`src/rtl/polara_switch_pkg.sv`:
```
// Shared types for the Polara switch event controller: press FSM states and
// the queued event record.
package polara_switch_pkg;

  // Widest switch index supported (N_SW up to 8)
  localparam int unsigned SW_IDX_MAX_W = 3;

  typedef enum logic [1:0] {
    IDLE,
    PRESSED,
    LONG_HELD
  } press_state_e;

  typedef struct packed {
    logic [SW_IDX_MAX_W-1:0] sw;
    logic                    is_long;
  } sw_evt_t;

  function automatic int unsigned sw_idx_w(input int unsigned n);
    return (n <= 1) ? 1 : $clog2(n);
  endfunction

endpackage

```
`src/rtl/polara_switch_press_fsm.sv`:
```
// Per-switch press classifier: turns one debounced level into a single
// short or long event per press.
module polara_switch_press_fsm
  import polara_switch_pkg::*;
#(
  parameter int unsigned LONG_CYCLES = 40_000_000
) (
  input  logic clk,
  input  logic rstn,
  input  logic sw_db,
  output logic evt_pulse,
  output logic evt_long
);

  localparam int unsigned CNT_W = $clog2(LONG_CYCLES);
  localparam logic [CNT_W-1:0] CNT_LAST = CNT_W'(LONG_CYCLES - 1);

  press_state_e     state, state_n;
  logic [CNT_W-1:0] cnt, cnt_n;
  logic             sw_prev;

  // sw_prev tracks the input during reset so a switch held through reset stays silent
  always_ff @(posedge clk) begin
    if (!rstn) begin
      state   <= IDLE;
      cnt     <= '0;
      sw_prev <= sw_db;
    end else begin
      state   <= state_n;
      cnt     <= cnt_n;
      sw_prev <= sw_db;
    end
  end

  always_comb begin
    state_n   = state;
    cnt_n     = cnt;
    evt_pulse = 1'b0;
    evt_long  = 1'b0;
    case (state)
      IDLE: begin
        if (sw_db && !sw_prev) begin
          state_n = PRESSED;
          cnt_n   = '0;
        end
      end
      PRESSED: begin
        if (!sw_db) begin
          evt_pulse = 1'b1;
          state_n   = IDLE;
        end else if (cnt == CNT_LAST) begin
          evt_pulse = 1'b1;
          evt_long  = 1'b1;
          state_n   = LONG_HELD;
        end else begin
          cnt_n = cnt + CNT_W'(1);
        end
      end
      LONG_HELD: begin
        if (!sw_db) state_n = IDLE;
      end
      default: state_n = IDLE;
    endcase
  end

endmodule

```
`src/rtl/polara_switch_event_ctrl.sv`:
```
// Switch event controller: per-switch press FSMs, pending latches, a
// fixed-priority arbiter and a small event FIFO with a valid/ready output.
module polara_switch_event_ctrl
  import polara_switch_pkg::*;
#(
  parameter int unsigned N_SW        = 4,
  parameter int unsigned LONG_CYCLES = 40_000_000,
  parameter int unsigned FIFO_DEPTH  = 4
) (
  input  logic                        clk,
  input  logic                        rstn,
  input  logic [N_SW-1:0]             i_sw_db,
  output logic                        o_evt_valid,
  input  logic                        i_evt_ready,
  output logic [sw_idx_w(N_SW)-1:0]   o_evt_sw,
  output logic                        o_evt_long,
  output logic                        o_overflow
);

  localparam int unsigned SW_W  = sw_idx_w(N_SW);
  localparam int unsigned PTR_W = $clog2(FIFO_DEPTH);
  localparam int unsigned CNT_W = PTR_W + 1;

  logic [N_SW-1:0] evt_pulse, evt_long;
  logic [N_SW-1:0] pending, pending_n, long_flag, new_evt, grant;
  logic [SW_W-1:0] grant_idx;
  logic            found, push, pop, full;
  sw_evt_t         push_evt, head;

  sw_evt_t          mem [FIFO_DEPTH];
  logic [PTR_W-1:0] wr_ptr, rd_ptr;
  logic [CNT_W-1:0] count;

  for (genvar g = 0; g < N_SW; g++) begin : g_sw
    polara_switch_press_fsm #(
      .LONG_CYCLES(LONG_CYCLES)
    ) u_fsm (
      .clk       (clk),
      .rstn      (rstn),
      .sw_db     (i_sw_db[g]),
      .evt_pulse (evt_pulse[g]),
      .evt_long  (evt_long[g])
    );
  end

  assign full        = (count == CNT_W'(FIFO_DEPTH));
  assign o_evt_valid = (count != '0);
  assign pop         = o_evt_valid && i_evt_ready;
  assign new_evt     = evt_pulse & ~pending;

  always_comb begin
    grant     = '0;
    grant_idx = '0;
    found     = 1'b0;
    for (int unsigned i = 0; i < N_SW; i++) begin
      if (pending[i] && !found) begin
        found     = 1'b1;
        grant[i]  = 1'b1;
        grant_idx = SW_W'(i);
      end
    end
    // A pop frees a slot in the same cycle, so a full FIFO still accepts
    push             = found && (!full || pop);
    push_evt.sw      = SW_IDX_MAX_W'(grant_idx);
    push_evt.is_long = long_flag[grant_idx];
    pending_n        = (pending & ~(push ? grant : '0)) | new_evt;
  end

  always_ff @(posedge clk) begin
    if (!rstn) begin
      pending    <= '0;
      long_flag  <= '0;
      o_overflow <= 1'b0;
    end else begin
      pending   <= pending_n;
      long_flag <= (long_flag & ~new_evt) | (evt_long & new_evt);
      if (|(evt_pulse & pending)) o_overflow <= 1'b1;
    end
  end

  always_ff @(posedge clk) begin
    if (!rstn) begin
      wr_ptr <= '0;
      rd_ptr <= '0;
      count  <= '0;
      for (int unsigned i = 0; i < FIFO_DEPTH; i++) mem[i] <= '0;
    end else begin
      if (push) begin
        mem[wr_ptr] <= push_evt;
        wr_ptr      <= wr_ptr + PTR_W'(1);
      end
      if (pop) rd_ptr <= rd_ptr + PTR_W'(1);
      case ({push, pop})
        2'b10:   count <= count + CNT_W'(1);
        2'b01:   count <= count - CNT_W'(1);
        default: count <= count;
      endcase
    end
  end

  assign head       = mem[rd_ptr];
  assign o_evt_sw   = SW_W'(head.sw);
  assign o_evt_long = head.is_long;

endmodule

```
`config.mk`:
```
export PLATFORM = sky130hd
export DESIGN_NAME = polara_switch_event_ctrl
export DESIGN_NICKNAME = d
export VERILOG_FILES = /design/src/rtl/polara_switch_pkg.sv /design/src/rtl/polara_switch_press_fsm.sv /design/src/rtl/polara_switch_event_ctrl.sv
export SDC_FILE = /design/constraint.sdc
export NUM_CORES = 1
export LEC_CHECK = 0
export CAP_MARGIN = 20
export CORE_ASPECT_RATIO = 1.25
export CORE_MARGIN = 1
export CORE_UTILIZATION = 40
export DETAILED_ROUTE_END_ITERATION = 8
export GPL_ROUTABILITY_DRIVEN = 0
export MAX_ROUTING_LAYER = met4
export PLACE_DENSITY = 0.64
export SLEW_MARGIN = 20
export SYNTH_ARGS = -nofsm -noshare
export SYNTH_HDL_FRONTEND = slang
export SYNTH_SLANG_ARGS = --single-unit
```
`constraint.sdc`:
```
create_clock -name clk -period 2.7 [get_ports clk]
set_input_delay 0.54 -clock clk [delete_from_list [all_inputs] [get_ports clk]]
set_output_delay 0.54 -clock clk [all_outputs]
set_load 0.05 [all_outputs]
```
== Yosys cells after proc, flatten, opt, wreduce, memory -nomap -nowiden ==
Memory sizes are Yosys's and may differ from the RTL's. A register that Yosys moved wholly into a read port is not among the register bits.
Index checks and enable logic that the tools add are counted.
Word-level totals
  memories: 1
  bits of input ports: 7
  register bits: 132
  word-level logic and storage cells: 190
  output and inout port bits: 5
  bits in writable memories: 12
Cells by class
  magnitude comparators: 1
  bitwise operators: 10
  equal/unequal tests: 35
  mux-type cells: 79
  $add $sub $neg: 8
  reductions and logical operators: 38
Memory list
  mem: words 4, bits a word 3, read ports 1, clocked after memory_dff 1, wr ports 4, RTL line polara_switch_event_ctrl.sv:30  | sw_evt_t mem [FIFO_DEPTH];
Operators with widths (count)
  26-bit two-way mux: 12
  26-bit one-hot mux with 2 select lines: 4
  26-bit by 1-bit adder with 26-bit output, second input constant: 4
  26-bit equality test, second input constant: 4
  2-bit two-way mux: 21
  1-bit two-way mux: 34
  2-bit != test, second input constant: 12
  2-bit one-hot mux with 3 select lines: 4
  4-bit bitwise AND: 5
  4-bit AND reduction: 4
  3-bit by 2-bit != test with 1-bit output, second input constant: 4
  4-bit NOT: 3
  3-bit AND reduction: 4
  2-bit by 1-bit equality test with 1-bit output, second input constant: 5
  2-bit equality test, second input constant: 5
  2-bit nonzero test: 5
  1-bit logical AND: 9
  1-bit zero test: 8
  2-bit zero test: 4
  2-bit by 1-bit != test with 1-bit output, second input constant: 4
  4-bit bitwise OR: 2
  3-bit one-hot mux with 2 select lines: 1
  2-bit by 1-bit adder with 2-bit output, second input constant: 2
  4-bit two-way mux: 1
  other kinds (10): 10

== Depth between registers and ports, before layout ==
Gate-level depths: netlist of run 1.
  word-level depth: 16
  mapped depth: 9
  gate-level depth less buffers: 8

== Modules after synthesis ==
From an unflattened synthesis of run 1, not the netlist that was laid out.
Second synthesis, totals
  cell total of the unflattened synthesis: 935
  area total of the unflattened synthesis: 8152.8 µm²
By module, submodules not included
  polara_switch_press_fsm: cells an instance 201, times used 4, area each 1677.9 µm², sequential area each 580.6 µm²
  polara_switch_event_ctrl: cells an instance 131, times used 1, area each 1441.4 µm², sequential area each 720.7 µm²

== Worst setup path after synthesis of run 1 ==
Ideal clock, no wire load.
  path kind: register to register
  start point: register g_sw[3].u_fsm.cnt[18]
  end point: register g_sw[3].u_fsm.cnt[15]
  clock period less this slack: 2.133 ns
  stages on the path, launching flop included: 9
  required time: 2.633 ns
  arrival: 2.065 ns
  slack: 0.567 ns
  setup time: 0.067 ns
  buffers on the path: 3
  path through: dfxtp_1 buf_6 or4b_1 or4_4 nor4_4 buf_6 buf_8 o31ai_1 a21oi_2
On the way
  word-level cells in the longest chain between the ends: 3
RTL lines
  from (decl): RTL line polara_switch_press_fsm.sv:19  | logic [CNT_W-1:0] cnt, cnt_n;
  from (signal assigned): RTL line polara_switch_press_fsm.sv:30  | cnt <= cnt_n;
  26-bit equality test: RTL line polara_switch_press_fsm.sv:51  | end else if (cnt == CNT_LAST) begin
  2-bit != test (no source line)
  4-bit AND reduction (no source line)
No other way between the ends.
A chain may end at the register's enable or synchronous reset.

== Final worst setup path of run 1 ==
  start point: register count[0]
  end point: output o_evt_valid
On the way
  word-level cells in the longest chain between the ends: 1
RTL lines
  from (decl): RTL line polara_switch_event_ctrl.sv:32  | logic [CNT_W-1:0] count;
  from (signal assigned): RTL line polara_switch_event_ctrl.sv:94  | 2'b10: count <= count + CNT_W'(1);
  from (signal assigned): RTL line polara_switch_event_ctrl.sv:95  | 2'b01: count <= count - CNT_W'(1);
  from (signal assigned): RTL line polara_switch_event_ctrl.sv:96  | default: count <= count;
  3-bit nonzero test: RTL line polara_switch_event_ctrl.sv:47  | assign o_evt_valid = (count != '0);
  to (decl): RTL line polara_switch_event_ctrl.sv:13  | output logic o_evt_valid,
No other way between the ends.

==> flow_metrics.env, run 1 <==
export IMPL_hp_class="flop to flop"
export IMPL_start_kind="flop"
export IMPL_ff2ff_path_depth=9
export IMPL_path_class="flop to primary output"
export IMPL_cts_root_buf="clkbuf_16"
export IMPL_cp_required_ps=2160
export IMPL_vias=6443
export IMPL_dieArea_um2=19220
export IMPL_finalHoldViolations=0
export IMPL_totalNegativeSetupSlack_ps=0
export IMPL_r2r_start="pending[2]"
export IMPL_ant_nets=0
export IMPL_drt_wl_total_um=15880
export IMPL_r2r_setup_slack_ps=460
export IMPL_cts_buffer_depth=2
export IMPL_yosysUniqueCellTypes=65
export IMPL_io_buffers=11
export IMPL_syn_inst=864
export IMPL_ys_ff_latch=146
export IMPL_pwr_share_clk_pct=41.9
export IMPL_cts_post_setup_buffers_inserted=0
export IMPL_htreeDepth=4
export IMPL_cts_tree="yes"
export IMPL_crit_arrival_ps=1870
export IMPL_netlist_area_um2=7465
export IMPL_io_pins=12
export IMPL_core_um2=18170
export IMPL_initial_core_util_pct=41.09
export IMPL_seqPwrFrac_pct=46.3
export IMPL_clk_latency_ps=430
export IMPL_power_leakage_nw=2.732
export IMPL_hold_slack_ps=482.2
export IMPL_crit_path_end_kind="primary output"
export IMPL_syn_to_final_growth_pct=13.81
export IMPL_place_detailed_hpwl_um=11010
export IMPL_status="finished clean"
export IMPL_grt_start_max_net_pins=29
export IMPL_max_freq_mhz=414.2
export IMPL_die_w_um=124.2
export IMPL_min_period_over_period_pct=89.42
export IMPL_drv_slew=0
export IMPL_synth_edff_count=12
export IMPL_p_int_w=0.003670
export IMPL_gr_usage_all_layers_pct=17.99
export IMPL_critPathMaxFanout=5
export IMPL_switching_share_pct=26.58
export IMPL_grt_pass1_vias=5980
export IMPL_holdPathStages=2
export IMPL_yosysWarnings=0
export IMPL_drtIter0Drc=295
export IMPL_post_route_min_period_ps=2414
export IMPL_grt_pass1_wl_um=27260
export IMPL_peakVddDrop_mv=0.4142
export IMPL_die_h_um=154.7
export IMPL_yosysSeqAreaShare_pct=40.76
export IMPL_tightest_slew_ps=607.2
export IMPL_hold_end="g_sw[3].u_fsm.cnt[22]"
export IMPL_final_layout_size_suffix_gt1_share_pct=8.859
export IMPL_power_density_nw_per_um2=588.4
export IMPL_p_sw_w=0.001329
export IMPL_syn_nets=876
export IMPL_reg2reg_to="count[2]"
export IMPL_drv_cap=0
export IMPL_rsz0062_at_grt="false"
export IMPL_cts_buffers=17
export IMPL_async_reset_ff_share_pct=0
export IMPL_viasPerCell=5.697
export IMPL_post_drt_wl_per_cell_um=14.04
export IMPL_drt_first_pass_iters=4
export IMPL_pwr_share_comb_pct=11.8
export IMPL_drcViolationCount=0
export IMPL_diodes=0
export IMPL_gr_total_overflow=0
export IMPL_clk_pin_slew_ps=60
export IMPL_setup_viol=0
export IMPL_synth_ff_type="dfxtp_1"
export IMPL_antenna_found_initial=0
export IMPL_finalClockSkew_ps=9.736
export IMPL_max_slew_margin_pct=59.15
export IMPL_hold_start="g_sw[3].u_fsm.cnt[22]"
export IMPL_row_count=55
export IMPL_cts_sinks=146
export IMPL_fin_nets=902
export IMPL_synth_avg_cell_area_um2=8.640
-- flip-flops by register name, summed over array words and instances (netlist names), named ones only --
signal,cells
count,3
g_sw.u_fsm.cnt,104
g_sw.u_fsm.state,8
g_sw.u_fsm.sw_prev,4
mem,12
o_overflow,1
pending,4
rd_ptr,2
wr_ptr,2
-- timing repair --
item | in CTS | in global routing
hold buffers | 0 | 0
endpoints found under the setup margin | 0 | 3
gates resized for setup | 0 | 3
-- routing by layer --
metal	share of wire (%)	vias up	GRT usage, %
met5	0	-	-
met4	1.3	0	5.726
met3	2.3	16	4.204
met2	48	63	29.23
met1	49	3054	21.72
li1	-	3310	-
-- stage by stage --
step | util, % | worst slack, ps | area, um2 | std cells | total power [W]
after floorplan | - | 567.3 | 7465 | 864 | 0.002738
after global placement | 43.84 | 177.0 | 7964 | 1099 | 0.002948
after detailed placement | 43.84 | 145.4 | 7964 | 1099 | 0.002955
after CTS | 46.72 | 35.03 | 8488 | 1131 | 0.005067
after global routing | 46.76 | 208.4 | 8496 | 1131 | 0.005211
final | 46.76 | 285.8 | 8496 | 1131 | 0.004999
-- critical path: stages (launching register included) --
cell and delay (ps):
dfxtp_1 350, or3_1 400, clkdlybuf4s50_1 710
-- area by class of cell --
cell class	instances	area (um2)
Inverter	17	63.81
Timing Repair Buffer	44	365.4
Clock inverter	12	87.58
Multi-Input combinational cell	664	4214
Sequential cell	146	3043
Fill cell	1790	9672
Tap cell	228	285.3
Clock buffer	20	436.7
-- layout by cell type (no fill, tap or decap), drive strengths merged, types with 7 or more instances in the layout --
| cell | synthesis | routed |
|---|---|---|
| buf | 5 | 33 |
| nand4 | 40 | 40 |
| xnor2 | 15 | 15 |
| nand3 | 45 | 45 |
| o31a | 10 | 10 |
| inv | 17 | 18 |
| edfxtp | 12 | 12 |
| or4 | 31 | 31 |
| clkbuf | 32 | 20 |
| and2 | 16 | 16 |
| o21ai | 28 | 28 |
| xor2 | 21 | 21 |
| clkinv | 0 | 7 |
| mux2i | 16 | 16 |
| nand2b | 27 | 27 |
| nor4 | 33 | 33 |
| nor2 | 66 | 66 |
| and3 | 18 | 18 |
| clkdlybuf4s50 | 0 | 8 |
| and4 | 10 | 10 |
| or3 | 28 | 28 |
| nand2 | 77 | 77 |
| nor3 | 16 | 16 |
| nor4b | 9 | 9 |
| a21oi | 56 | 56 |
| dfxtp | 134 | 134 |
| o31ai | 28 | 28 |
-- cell usage after synthesis (all sizes together), types with 2 or more instances --
master | instances | area share (%)
a2111o | 4 | 0.60
a211oi | 2 | 0.20
a21boi | 3 | 0.30
a21o | 2 | 0.20
a21oi | 56 | 3.8
and2 | 16 | 1.3
and3 | 18 | 1.5
and4 | 10 | 1.2
and4b | 2 | 0.27
buf | 5 | 0.64
clkbuf | 32 | 1.6
dfxtp | 134 | 36
edfxtp | 12 | 4.8
ha | 4 | 0.67
inv | 17 | 0.85
mux2i | 16 | 2.1
mux4 | 4 | 1.2
nand2 | 77 | 3.9
nand2b | 27 | 2.3
nand3 | 45 | 3.0
nand4 | 40 | 3.4
nand4b | 4 | 0.47
nor2 | 66 | 3.3
nor2b | 6 | 0.50
nor3 | 16 | 1.1
nor3b | 5 | 0.50
nor4 | 33 | 3.1
nor4b | 9 | 1.1
nor4bb | 3 | 0.40
o211ai | 3 | 0.30
o21a | 6 | 0.60
o21ai | 28 | 1.9
o221a | 2 | 0.30
o311ai | 2 | 0.34
o31a | 10 | 1.2
o31ai | 28 | 2.8
o41ai | 4 | 0.47
or2 | 6 | 0.50
or3 | 28 | 2.3
or4 | 31 | 3.2
or4b | 2 | 0.27
xnor2 | 15 | 1.8
xor2 | 21 | 2.5
-- cells by family after synthesis --
group                      synth area share [%]
and+or+nand+nor                           33.54
AOI/OAI and AO/OA                         14.08
muxes                                     3.352
DFF                                       40.76
xor gates and xnor gates                  4.224
buffers and inverters                     3.101
adders and majority gates                0.9387
-- power by group through the flow --
stage / combinational (W) / clock [W] / sequential (W)
2_1_floorplan: 0.000404 / 0 / 0.00233
3_3_place_gp: 0.000589 / 0 / 0.00236
3_5_place_dp: 0.000595 / 0 / 0.00236
4_1_cts: 0.000595 / 0.00216 / 0.00231
5_1_grt: 0.000643 / 0.00225 / 0.00232
6_report: 0.000589 / 0.00210 / 0.00231
-- worst max path at each step --
stage	start	end	slack, ps	cells past startpoint
2_1_floorplan	g_sw[3].u_fsm.cnt[18]	g_sw[3].u_fsm.cnt[15]	570	8
3_3_place_gp	i_evt_ready	count[2]	180	9
3_5_place_dp	i_evt_ready	count[2]	150	9
4_1_cts	flop	o_evt_long	40	2
5_1_grt	count[0]	o_evt_valid	210	2
6_report	count[0]	o_evt_valid	290	2
Note: power is estimated with default switching activity, not from simulation.
==> run 2: changes to the inputs <==
--- a/config.mk
+++ b/config.mk
@@ -5,7 +5,7 @@
 export SDC_FILE = /design/constraint.sdc
 export NUM_CORES = 1
 export LEC_CHECK = 0
-export CAP_MARGIN = 20
+export CAP_MARGIN = 10
 export CORE_ASPECT_RATIO = 1.25
 export CORE_MARGIN = 1
 export CORE_UTILIZATION = 40
==> constraint.sdc (replaced) <==
create_clock -name clk -period 3 [get_ports clk]
set_input_delay 0.6 -clock clk [delete_from_list [all_inputs] [get_ports clk]]
set_output_delay 0.6 -clock clk [all_outputs]
set_load 0.05 [all_outputs]
==> flow_metrics.env, run 2 (synthesized netlist as in run 1, its figures left out) <==
export IMPL_status="finished clean"
export IMPL_grt_use_met2_pct=29.36
export IMPL_min_period_over_period_pct=89.65
export IMPL_holdPathStages=2
export IMPL_top_regs="g_sw.u_fsm.cnt (104), mem (12), g_sw.u_fsm.state (8)"
export IMPL_dieArea_um2=19220
export IMPL_ff2ff_path_depth=6
export IMPL_start_kind="flop"
export IMPL_hold_start="g_sw[3].u_fsm.cnt[22]"
export IMPL_r2r_start="g_sw[3].u_fsm.cnt[15]"
export IMPL_grt_busiest_layer="met2"
export IMPL_dpl_cell_count=1091
export IMPL_setup_viol=0
export IMPL_crit_path_end_kind="primary output"
export IMPL_power_leakage_nw=2.685
export IMPL_hold_buffers=0
export IMPL_instances_no_fill=1123
export IMPL_max_freq_mhz=371.8
export IMPL_pwr_share_comb_pct=11.4
export IMPL_grt_pass1_wl_um=26640
export IMPL_seqPwrFrac_pct=45.7
export IMPL_grt_pass1_vias=5820
export IMPL_peakVddDrop_mv=0.3947
export IMPL_largest_reg_flops=104
export IMPL_switching_share_pct=26.14
export IMPL_drcViolationCount=0
export IMPL_design_area_um2=8448
export IMPL_mostFrequentLayoutCells="134 x dfxtp_1, 77 x nand2_1, 66 x nor2_1, 55 x a21oi_1, 45 x nand3_1"
export IMPL_clk_latency_ps=430
export IMPL_largest_register="g_sw.u_fsm.cnt"
export IMPL_gr_total_overflow=0
export IMPL_drv_cap=0
export IMPL_antenna_found_initial=0
export IMPL_cts_tree="yes"
export IMPL_grt_use_met3_pct=4.093
export IMPL_p_int_w=0.003367
export IMPL_tightest_slew_ps=755.4
export IMPL_row_count=55
export IMPL_totalNegativeSetupSlack_ps=0
export IMPL_hold_end="g_sw[3].u_fsm.cnt[22]"
export IMPL_io_buffers=11
export IMPL_fin_nets=894
export IMPL_crit_arrival_ps=2090
export IMPL_die_h_um=154.7
export IMPL_rsz0062_at_grt="false"
export IMPL_io_pins=12
export IMPL_cp_required_ps=2400
export IMPL_cts_root_buf="clkbuf_16"
export IMPL_max_slew_margin_pct=49.34
export IMPL_diodes=0
export IMPL_finalClockSkew_ps=7.583
export IMPL_pwr_share_clk_pct=43.0
export IMPL_drt_wl_total_um=15740
export IMPL_place_detailed_hpwl_um=10930
export IMPL_cts_post_setup_buffers_inserted=0
export IMPL_ant_nets=0
export IMPL_post_drt_wl_per_cell_um=14.01
export IMPL_layout_commonest_cell="dfxtp_1"
export IMPL_critPathMaxFanout=3
export IMPL_ctsResizeCount=0
export IMPL_grt_start_max_net_pins=29
export IMPL_placed_area_um2=7904
export IMPL_r2r_setup_slack_ps=620
export IMPL_drtIter0Drc=339
export IMPL_path_class="flop to primary output"
export IMPL_drv_slew=0
export IMPL_syn_to_final_growth_pct=13.17
export IMPL_p_sw_w=0.001191
export IMPL_cts_buffers=17
export IMPL_finalHoldViolations=0
export IMPL_viasPerCell=5.711
export IMPL_hp_class="flop to flop"
export IMPL_reg2reg_to="g_sw[3].u_fsm.cnt[3]"
export IMPL_post_route_min_period_ps=2689
export IMPL_final_layout_size_suffix_gt1_share_pct=8.380
export IMPL_core_um2=18170
export IMPL_htreeDepth=4
export IMPL_die_w_um=124.2
export IMPL_gr_usage_all_layers_pct=17.74
export IMPL_cts_sinks=146
export IMPL_vias=6414
export IMPL_cts_buffer_depth=2
export IMPL_grt_use_met1_pct=20.63
export IMPL_drt_first_pass_iters=4
export IMPL_initial_core_util_pct=41.09
export IMPL_clk_pin_slew_ps=60
export IMPL_power_density_nw_per_um2=539.5
## run 2: changes by cell type in the layout (fill, tap and decap cells not counted), sizes merged, moves of 3 or more
cell | before | now
buf | 33 | 25
clkbuf | 20 | 17
clkdlybuf4s50 | 8 | 11
clkinv | 7 | 12
clkinvlp | 4 | 1
dlymetal6s2s | 3 | 0
## run 2: worst max-delay path by stage
| stage | cells after the start | startpoint | slack (ps) | end |
|---|---|---|---|---|
| after floorplan | 8 | g_sw[3].u_fsm.cnt[18] | 870 | g_sw[3].u_fsm.cnt[15] |
| after global placement | 9 | i_evt_ready | 320 | count[2] |
| after detailed placement | 9 | i_evt_ready | 290 | count[2] |
| after CTS | 2 | flop | 270 | o_evt_sw[1] |
| after global routing | 2 | flop | 230 | o_evt_sw[0] |
| final | 2 | flop | 310 | o_evt_sw[1] |
## run 2: area by class of cell
class                           instances  area, um2
Multi-Input combinational cell        664       4214
Sequential cell                       146       3043
Clock inverter                         15      118.9
Inverter                               17      63.81
Timing Repair Buffer                   36      297.8
Clock buffer                           17      425.4
Fill cell                            1775       9719
Tap cell                              228      285.3
## run 2: power by group through the flow
stage               Combinational [W]  Sequential [W]  Clock [W]
CTS                          0.000523         0.00208    0.00201
global placement             0.000516         0.00212          0
global route                 0.000571         0.00209    0.00208
floorplan                    0.000364         0.00210          0
detailed placement           0.000519         0.00212          0
finish                       0.000517         0.00208    0.00196
## run 2: critical path, cell delays in order, from the launching register on
cell and delay (ps):
dfxtp_1 430, mux4_2 520, clkdlybuf4s50_1 710
## run 2: stage by stage
step	hold slack (ps)	setup WS (ps)	utilization (%)	power (W)
floorplan	431.5	867.3	-	0.002464
global placement	455.3	317.7	43.51	0.002641
detailed placement	466.8	290.8	43.51	0.002643
CTS	475.1	274.9	46.50	0.004616
global route	500.7	231.3	46.50	0.004744
finish	472.5	310.6	46.50	0.004558
## run 2: per-layer routing
layer	part of all wire, %	vias to the layer above
met5	0	-
met4	1.7	0
met3	3.0	22
met2	47	76
met1	48	3022
li1	-	3294
==> run 3: changes to the inputs <==
==> constraint.sdc (replaced) <==
create_clock -name clk -period 3.2 [get_ports clk]
set_input_delay 0.64 -clock clk [delete_from_list [all_inputs] [get_ports clk]]
set_output_delay 0.64 -clock clk [all_outputs]
set_load 0.05 [all_outputs]
==> flow_metrics.env, run 3 (synthesized netlist as in run 1, its figures left out) <==
export IMPL_status="finished clean"
export IMPL_gr_total_overflow=0
export IMPL_finalHoldViolations=0
export IMPL_antenna_found_initial=0
export IMPL_cts_post_setup_buffers_inserted=0
export IMPL_layout_commonest_cell="dfxtp_1"
export IMPL_syn_to_final_growth_pct=13.91
export IMPL_post_drt_wl_per_cell_um=14.28
export IMPL_cp_required_ps=2560
export IMPL_cts_sinks=146
export IMPL_instances_no_fill=1115
export IMPL_hp_class="flop to flop"
export IMPL_hold_slack_ps=466.3
export IMPL_p_int_w=0.003519
export IMPL_power_density_nw_per_um2=541.3
export IMPL_switching_share_pct=23.56
export IMPL_io_pins=12
export IMPL_initial_core_util_pct=41.09
export IMPL_grt_start_max_net_pins=30
export IMPL_mostFrequentLayoutCells="134 x dfxtp_1, 77 x nand2_1, 66 x nor2_1, 55 x a21oi_1, 45 x nand3_1"
export IMPL_grt_busiest_layer="met2"
export IMPL_ctsResizeCount=0
export IMPL_io_buffers=11
export IMPL_setup_viol=0
export IMPL_cts_root_buf="clkbuf_16"
export IMPL_grt_use_met1_pct=22.47
export IMPL_min_period_over_period_pct=84.54
export IMPL_pwr_share_comb_pct=10.0
export IMPL_viasPerCell=5.738
export IMPL_die_h_um=154.7
export IMPL_start_kind="flop"
export IMPL_fin_ws_ps=494.8
export IMPL_power_leakage_nw=2.697
export IMPL_diodes=0
export IMPL_p_sw_w=0.001084
export IMPL_drv_slew=0
export IMPL_drtIter0Drc=469
export IMPL_htreeDepth=4
export IMPL_fin_nets=887
export IMPL_ant_nets=0
export IMPL_totalNegativeSetupSlack_ps=0
export IMPL_max_slew_margin_pct=45.75
export IMPL_crit_arrival_ps=2070
export IMPL_drt_wl_total_um=15920
export IMPL_finalClockSkew_ps=10.03
export IMPL_cts_buffers=17
export IMPL_die_w_um=124.2
export IMPL_post_route_min_period_ps=2705
export IMPL_cts_tree="yes"
export IMPL_dpl_cell_count=1084
export IMPL_drt_first_pass_iters=5
export IMPL_peakVddDrop_mv=0.3329
export IMPL_pwr_share_clk_pct=47.8
export IMPL_drv_cap=0
export IMPL_largest_register="g_sw.u_fsm.cnt"
export IMPL_grt_pass1_vias=6096
export IMPL_rsz0062_at_grt="false"
export IMPL_place_detailed_hpwl_um=10850
export IMPL_path_class="flop to primary output"
export IMPL_grt_use_met3_pct=3.540
export IMPL_gr_usage_all_layers_pct=18.25
export IMPL_vias=6398
export IMPL_drcViolationCount=0
export IMPL_clk_latency_ps=420
export IMPL_row_count=55
export IMPL_hold_buffers=0
export IMPL_core_um2=18170
export IMPL_grt_use_met2_pct=29.70
export IMPL_place_ws_ps=332.6
export IMPL_crit_path_end_kind="primary output"
export IMPL_seqPwrFrac_pct=42.2
export IMPL_top_regs="g_sw.u_fsm.cnt (104), mem (12), g_sw.u_fsm.state (8)"
export IMPL_cts_buffer_depth=2
export IMPL_clk_pin_slew_ps=60
export IMPL_critPathMaxFanout=3
export IMPL_tightest_slew_ps=812.5
export IMPL_grt_pass1_wl_um=27970
export IMPL_dieArea_um2=19220
export IMPL_largest_reg_flops=104
export IMPL_final_layout_size_suffix_gt1_share_pct=7.554
export IMPL_max_freq_mhz=369.7
==> run 3: cell count changes in the layout (fill, tap and decap cells not counted), sizes merged <==
cell / delta
clkinv: -9
clkbuf: +4
clkinvlp: +1
buf: -7
bufinv: +4
inv: -1
==> run 3: path summary, 6_finish.rpt <==
check	start	to	slack (ps)	cells after the start
max reg2reg	pending[2]	count[2]	770	8
min	g_sw[3].u_fsm.cnt[22]	g_sw[3].u_fsm.cnt[22]	470	2
min reg2reg	g_sw[3].u_fsm.cnt[22]	g_sw[3].u_fsm.cnt[22]	470	2
max	flop	o_evt_long	490	2
==> run 3: per-layer routing <==
layer	vias up	share of wire, %
met1	3003	48
met4	0	1.3
li1	3283	-
met3	18	2.8
met5	-	0
met2	94	48
==> run 3: cell type report <==
class | instances | area [um2]
fill | 1780 | 9664
multi-input combinational | 664 | 4214
sequential | 146 | 3043
clock buffer | 21 | 471.7
tap | 228 | 285.3
timing repair buffer | 29 | 245.2
clock inverter | 10 | 180.2
inverter | 17 | 63.81
==> run 3: worst max-delay path: stages, from the launching register on <==
cell and delay (ps):
dfxtp_1 420, mux4_2 520, clkdlybuf4s50_1 710
==> run 3: metrics by stage <==
| step | area (um2) | power, W | util, % |
|---|---|---|---|
| 2_1_floorplan | 7465 | 0.002310 | - |
| 3_3_place_gp | 7851 | 0.002435 | 43.22 |
| 3_5_place_dp | 7851 | 0.002443 | 43.22 |
| 4_1_cts | 8503 | 0.004647 | 46.80 |
| 5_1_grt | 8503 | 0.004778 | 46.80 |
| 6_report | 8503 | 0.004603 | 46.80 |
==> run 3: power groups by stage <==
stage                     combinational [W]  clock (W)  sequential, W
after global placement             0.000453          0        0.00198
after detailed placement           0.000462          0        0.00198
after CTS                          0.000464    0.00224        0.00194
after floorplan                    0.000341          0        0.00197
final                              0.000460    0.00220        0.00194
after global routing               0.000515    0.00231        0.00195
